--- src/rtl/call_stack_sequencer.sv ---
// call_stack_sequencer: program sequencer with a hardware return-address stack.
// pm_addr is the combinational next fetch address; pc, sp and the sticky error
// flags are registered. Program memory samples pm_addr on the falling edge.
module call_stack_sequencer #(
   parameter int unsigned ADDR_W      = 8,
   parameter int unsigned STACK_DEPTH = 4,
   parameter int unsigned RESET_ADDR  = 0,
   parameter int unsigned SP_W        = $clog2(STACK_DEPTH + 1)
) (
   input  logic              clk,
   input  logic              reset,
   input  logic              sync_reset,
   input  logic              hold,
   input  logic              jmp,
   input  logic              jmp_nz,
   input  logic              dont_jmp,
   input  logic              call,
   input  logic              ret,
   input  logic [ADDR_W-1:0] jmp_addr,
   output logic [ADDR_W-1:0] pm_addr,
   output logic [ADDR_W-1:0] pc,
   output logic [SP_W-1:0]   sp,
   output logic              stack_full,
   output logic              stack_empty,
   output logic              overflow,
   output logic              underflow
);

   // Entry index width; a single-entry stack still needs a one-bit index.
   localparam int unsigned IDX_W = (STACK_DEPTH > 1) ? $clog2(STACK_DEPTH) : 1;
   localparam int unsigned SLOTS = 1 << IDX_W;
   localparam logic [ADDR_W-1:0] RESET_V = ADDR_W'(RESET_ADDR);
   localparam logic [SP_W-1:0]   DEPTH_V = SP_W'(STACK_DEPTH);

   logic              started_q, started_d;
   logic [ADDR_W-1:0] pc_q, pc_d;
   logic [SP_W-1:0]   sp_q, sp_d;
   logic              overflow_q, overflow_d;
   logic              underflow_q, underflow_d;

   logic [ADDR_W-1:0] stack_q [0:SLOTS-1];
   logic [ADDR_W-1:0] pc_inc_s;
   logic [IDX_W-1:0]  top_idx_s;
   logic [IDX_W-1:0]  push_idx_s;
   logic              push_s;

   // Sequential-address and stack-index helpers; pc+1 wraps modulo 2^ADDR_W.
   always_comb begin
      pc_inc_s   = pc_q + 1'b1;
      top_idx_s  = IDX_W'(sp_q - 1'b1);
      push_idx_s = IDX_W'(sp_q);
   end

   // Next-address priority selection together with the stack/flag effects it gates.
   always_comb begin
      pc_d        = pc_inc_s;
      sp_d        = sp_q;
      overflow_d  = overflow_q;
      underflow_d = underflow_q;
      push_s      = 1'b0;
      started_d   = 1'b1;
      if (!started_q || sync_reset) begin
         // Not yet started or restarting: fetch from the reset vector, clear stack state.
         pc_d        = RESET_V;
         sp_d        = '0;
         overflow_d  = 1'b0;
         underflow_d = 1'b0;
      end else if (hold) begin
         pc_d = pc_q;
      end else if (ret) begin
         // ret dominates a simultaneous call; an empty stack falls through to pc+1.
         if (sp_q != '0) begin
            pc_d = stack_q[top_idx_s];
            sp_d = sp_q - 1'b1;
         end else begin
            pc_d        = pc_inc_s;
            underflow_d = 1'b1;
         end
      end else if (call) begin
         // The jump is taken even when the push is refused on a full stack.
         pc_d = jmp_addr;
         if (sp_q < DEPTH_V) begin
            push_s = 1'b1;
            sp_d   = sp_q + 1'b1;
         end else begin
            overflow_d = 1'b1;
         end
      end else if (jmp) begin
         pc_d = jmp_addr;
      end else if (jmp_nz && !dont_jmp) begin
         pc_d = jmp_addr;
      end else begin
         pc_d = pc_inc_s;
      end
   end

   // Control state: pc follows pm_addr every edge, async reset clears everything.
   always_ff @(posedge clk or negedge reset) begin
      if (!reset) begin
         started_q   <= 1'b0;
         pc_q        <= RESET_V;
         sp_q        <= '0;
         overflow_q  <= 1'b0;
         underflow_q <= 1'b0;
      end else begin
         started_q   <= started_d;
         pc_q        <= pc_d;
         sp_q        <= sp_d;
         overflow_q  <= overflow_d;
         underflow_q <= underflow_d;
      end
   end

   // Return-address storage; contents are meaningless above sp, so no reset.
   always_ff @(posedge clk) begin
      if (push_s) begin
         stack_q[push_idx_s] <= pc_inc_s;
      end
   end

   // Output mapping; status bits decode registered sp only.
   always_comb begin
      pm_addr     = pc_d;
      pc          = pc_q;
      sp          = sp_q;
      stack_full  = (sp_q == DEPTH_V);
      stack_empty = (sp_q == '0);
      overflow    = overflow_q;
      underflow   = underflow_q;
   end

endmodule

--- config.mk ---
export PLATFORM = sky130hd
export DESIGN_NAME = call_stack_sequencer
export DESIGN_NICKNAME = d
export VERILOG_FILES = /design/src/rtl/call_stack_sequencer.sv
export SDC_FILE = /design/constraint.sdc
export NUM_CORES = 1
export LEC_CHECK = 0
export CORE_UTILIZATION = 40
export CTS_CLUSTER_DIAMETER = 50
export DETAILED_ROUTE_END_ITERATION = 8
export PLACE_DENSITY = 0.7
export SYNTH_ARGS = -nofsm -noshare
export SYNTH_HDL_FRONTEND = slang
export SYNTH_SLANG_ARGS = --single-unit
--- constraint.sdc ---
create_clock -name clk -period 3 [get_ports clk]
set_input_delay 0.45 -clock clk [delete_from_list [all_inputs] [get_ports clk]]
set_output_delay 0.45 -clock clk [all_outputs]
set_load 0.03 [all_outputs]
Yosys cells after proc, flatten, opt, wreduce, memory -nomap -nowiden:

Memory sizes are Yosys's and may differ from the RTL's.
Cells that the tools add are included.

* muxes and demuxes: 29
* add/sub/neg operators: 3
* equal/unequal tests: 6
* reduce and logical (&&, ||, !) cells: 13
* order comparisons: 1

Operators by type and width (number)
* 8-bit two-way mux: 7
* 3-bit two-way mux: 6
* 1-bit two-way mux: 16
* 3-bit nonzero test: 3
* 8-bit by 1-bit adder with 8-bit output, second input constant: 1
* 4-bit AND reduction: 2
* 2-bit by 1-bit != test with 1-bit output, second input constant: 2
* 2-bit != test, second input constant: 2
* 2-bit nonzero test: 2
* 3-bit by 1-bit adder with 3-bit output, second input constant: 1
* 3-bit == test, second input constant: 1
* 3-bit logical NOT: 1
* 3-bit less-than comparator, second input constant: 1
* 3-bit by 1-bit != test with 1-bit output, second input constant: 1
* 3-bit AND reduction: 1
* 3-bit by 1-bit subtractor with 3-bit output, second input constant: 1
* 1-bit logical NOT: 2
* 1-bit logical AND: 1
* 1-bit logical OR: 1

* logic and storage cells: 58
* memories kept: 1
* output and inout bits: 23
* bits of input ports: 17
* flip-flop bits (word level): 14
* memory bits (writable): 32

Memory list
* stack_q: depth 4, width 8, read ports 1, clocked after memory_dff 0, wr ports 1, line 41 `logic [ADDR_W-1:0] stack_q [0:SLOTS-1];`

Logic depth before layout (Yosys ltp):

* word-level depth: 8
* depth in mapped cells: 9

Worst setup path after synthesis:

No wires, ideal clock.

* path kind: reg-to-output
* start: reg sp_q[0] (netlist: sp[0])
* end: out pm_addr[1]
* slack: -476 ps
* buffers on the path: 2
* stages on the path, launching flop included: 8
* arrival: 3026 ps
* path through: dfrtp_1 -> buf_2 -> inv_1 -> ha_1 -> clkbuf_1 -> mux4_2 -> a21oi_1 -> o41ai_1

* longest elaborated chain between the ends: 6
* elaborated cells on any way between the ends: 7

RTL lines
* start, declared: line 37 `logic [SP_W-1:0] sp_q, sp_d;`
* start signal, assigned: line 108 `sp_q <= sp_d;`
* 3-bit by 1-bit subtractor with 3-bit output
* memory read 4 x 8 bit
* 8-bit two-way mux *: line 72 `if (sp_q != '0) begin`
* 8-bit two-way mux *: line 70 `end else if (ret) begin`
* 8-bit two-way mux *: line 68 `end else if (hold) begin`
* 8-bit two-way mux *: line 62 `if (!started_q || sync_reset) begin`
* end, declared: line 20 `output logic [ADDR_W-1:0] pm_addr,`

Mark *: on every way between the ends. The rest lies on a longest branch, timed or not.

Final worst setup path:

* start: reg sp_q[1] (netlist: sp[1])
* end: out pm_addr[3]

The elaborated chain is that of the path after synthesis.

==> metrics.md <==
| Metric | Value |
|---|---|
| Status | completed |
| Post-CTS resize count | 7 |
| Critical Path Max Stage Delay | 0.47 ns |
| Reg2Reg Depth | 9 |
| Commonest non-fill, non-tap cell in the layout | edfxtp_1 |
| Post-Syn Nets | 206 |
| Crit share post-route | 95.2% |
| Vias | 1684 |
| Layout Skew | 0.00778 ns |
| Worst min-delay path category | flop to flop |
| Hold Path Depth | 2 |
| Clk_lat worst skew | 0.30 ns |
| Core box area | 5510 um^2 |
| Worst Hold End | overflow$_DFFE_PN0P_ |
| WL/cell | 17.2 um |
| DP Wirelength | 4020 um |
| Final Hold Vio Count | 0 |
| ANT nets after route | 0 |
| PortBufs | 39 |
| Unrepaired setup endpoints after global routing | no |
| Critical path peak fanout | 8 |
| MaxCap Viol Count | 0 |
| FP Rows | 27 |
| Routability cong. | 0.793 |
| Root cell of the clock tree | clkbuf_8 |
| Max-slew headroom | 47.0% |
| Vias per inst | 5.41 |
| # fillers | 494 |
| CTS Buffer Depth | 2 |
| Period minus WS final | 2.85 ns |
| Number of synthesis warnings | 0 |
| FF-to-FF Start | sp[0]$_DFFE_PN0P_ |
| Reg area | 1310 um^2 |
| #FFs+latches synth | 46 |
| DRC violations left | 0 |
| Synth Instances | 183 |
| Critical Path RT | 2.55 ns |
| Arrival @ worst endpoint | 2.40 ns |
| CP max-delay cell | ha_2 |
| Num CTS Buffers | 5 |
| Layout cell share with drive strength beyond 1 | 19.7% |
| Peak supply drop | 0.198 mV |
| N_diodes | 0 |
| Io pins | 40 |
| Cts hold-fix bufs | 0 |
| Post-CTS setup buffer count | 0 |
| Reg-to-Reg End | pc[7]$_DFF_PN0_ |
| First-pass GRT wire length | 8570 um |
| Sequential area share after synthesis | 57.6% |
| Area grow syn2layout | 30.7% |
| Die Span Y | 77.4 um |
| Initial antenna violation count | 0 |
| Drt initial violations | 86 |
| Multi-input logic area | 940 um^2 |
| CP endpoint kind | primary output |
| Die W | 77.4 um |
| Distinct cells, synth | 40 |
| Avg Cell Area, Syn | 12.4 um^2 |
| CTS tree | built |
| Max Clock Freq | 350 MHz |
| GR Overflow Total | 0 |
| Sink Count | 46 |
| Total power | 1.24 mW |
| H-tree depth | 2 |
| CP Cell Sequence | inv_1, ha_2, mux4_2, nand2_1, o21ai_0, a22oi_1, a21oi_2, dlygate4sd2_1 |
| Die ar. | 5990 um^2 |
| Setup TNS Final | 0 ns |
| Slew Limit Fails | 0 |
| Reg-to-reg slack, setup | 1.11 ns |
| Hold_sp | overflow$_DFFE_PN0P_ |
| Crit Path Class | flop to primary output |
| Initial DRT Pass Iterations | 4 |
| Largest net degree at the start of global routing | 15 |
| Mapped cell area | 2270 um^2 |
| Clock slew at reported path FFs | 0.09 ns |
| Pwr/cell area | 418 nW/um^2 |
| Leakage | 1.12 nW |
| Startpoint Class | flop |
| Pin slew with the least headroom to its limit | 0.793 ns |
| Final Util | 54.0% |
| Final Setup Violations | 0 |
| Most frequent cells in the layout | edfxtp_1 (32), clkdlybuf4s50_1 (31), buf_4 (21) |
| WL final | 5330 um |
| Gr usage total | 19.2% |
| Net count, final | 261 |
| Initial Util | 41.3% |
| Vias in the first global route | 1672 |
worst max-delay path by stage:
stage	from	endpoint	slack (ns)	depth (start not counted)
final	sp[1]$_DFFE_PN0P_	pm_addr[3]	0.15	8
after global routing	sp[1]$_DFFE_PN0P_	pm_addr[4]	0.007	8
after CTS	sp[1]$_DFFE_PN0P_	pm_addr[3]	0.13	8
after detailed placement	call	pm_addr[6]	0.06	7
after global placement	hold	pm_addr[3]	0.08	6
after floorplan	sp[0]$_DFFE_PN0P_	pm_addr[1]	-0.06	7
report_power, final:
| part | internal [mW] | switching [mW] |
|---|---|---|
| Sequential | 0.686 | 0.00735 |
| Clock | 0.165 | 0.204 |
| Combinational | 0.0810 | 0.101 |
| Total | 0.931 | 0.313 |
area by class of cell:
type | count | share of cell area [%]
Clock buffer | 6 | 2.44
Clock inverter | 2 | 0.463
Inverter | 9 | 1.14
Multi-Input combinational cell | 119 | 31.6
Sequential cell | 46 | 44.1
Tap cell | 72 | 3.03
Timing Repair Buffer | 57 | 17.2
flip-flops by register name (all words and copies together), names as in the netlist:
signal and flops:
sp 3, started_q 1, pc 8, underflow 1
overflow 1, stack_q 32
synth_stat cells:
library cell	instances	area, um^2
a211oi_1	5	37.5
nand2_1	15	56.3
a31oi_1	1	6.26
xor2_1	4	35.0
a221oi_1	1	8.76
and3_2	1	7.51
conb_1	1	3.75
nor4_1	1	6.26
dfrtp_1	14	350
and2_1	6	37.5
o211ai_1	2	15.0
ha_1	6	75.1
nand2b_1	2	12.5
a21oi_1	6	30.0
o21a_1	2	15.0
xnor2_1	5	43.8
nand3_1	5	25.0
and4_1	1	8.76
edfxtp_1	32	961
mux2i_1	2	20.0
mux4_2	8	180
o21bai_1	1	7.51
clkbuf_1	7	26.3
a2111oi_2	1	15.0
o32ai_1	1	8.76
o21ai_1	1	5.00
a211o_1	1	8.76
buf_4	1	7.51
inv_1	9	33.8
and3_1	5	31.3
o311ai_0	1	8.76
o22ai_1	1	6.26
o41ai_1	2	17.5
a22oi_1	3	22.5
nor2b_1	2	12.5
buf_2	1	5.00
nor3_1	5	25.0
o21ai_0	9	45.0
nor2_1	11	41.3
and3_4	1	11.3
cells by family (layout without fill, tap and decap cells):
logic type,count (synthesis),in the layout,synth area share (%)
compound gates,38,38,11.3
xor+xnor,9,9,3.47
fa+ha+maj,6,6,3.30
buf+inv,18,74,3.19
flops,46,46,57.6
mux,10,10,8.80
other cells,1,1,0.165
simple gates,55,55,12.1
stage by stage:
stage          instances  hold slack [ns]  setup WS [ns]  instance area [um^2]
6_report             311            0.526          0.145                  2970
5_1_grt              311            0.572        0.00711                  2970
3_3_place_gp         303            0.497         0.0765                  2890
2_1_floorplan        183            0.154        -0.0634                  2320
3_5_place_dp         303            0.513         0.0575                  2890
4_1_cts              311            0.540          0.130                  2970
critical path: cells and delay by family, from the launching register on:
family	cells	cell delay [ns]
fa+ha+maj	1	0.47
buf+inv	2	0.44
compound gates	3	0.40
mux	1	0.36
flops	1	0.35
simple gates	1	0.09
per-layer routing:
| layer | part of all wire (%) | GRT usage [%] | vias up | wire [um] |
|---|---|---|---|---|
| li1 | - | - | 790 | - |
| met1 | 47 | 26.5 | 833 | 2520 |
| met2 | 47 | 29.9 | 51 | 2500 |
| met3 | 4.6 | 4.47 | 10 | 244 |
| met4 | 1.3 | 5.85 | 0 | 67 |
| met5 | 0 | 0 | - | 0 |
(Power assumes the default switching activity.)
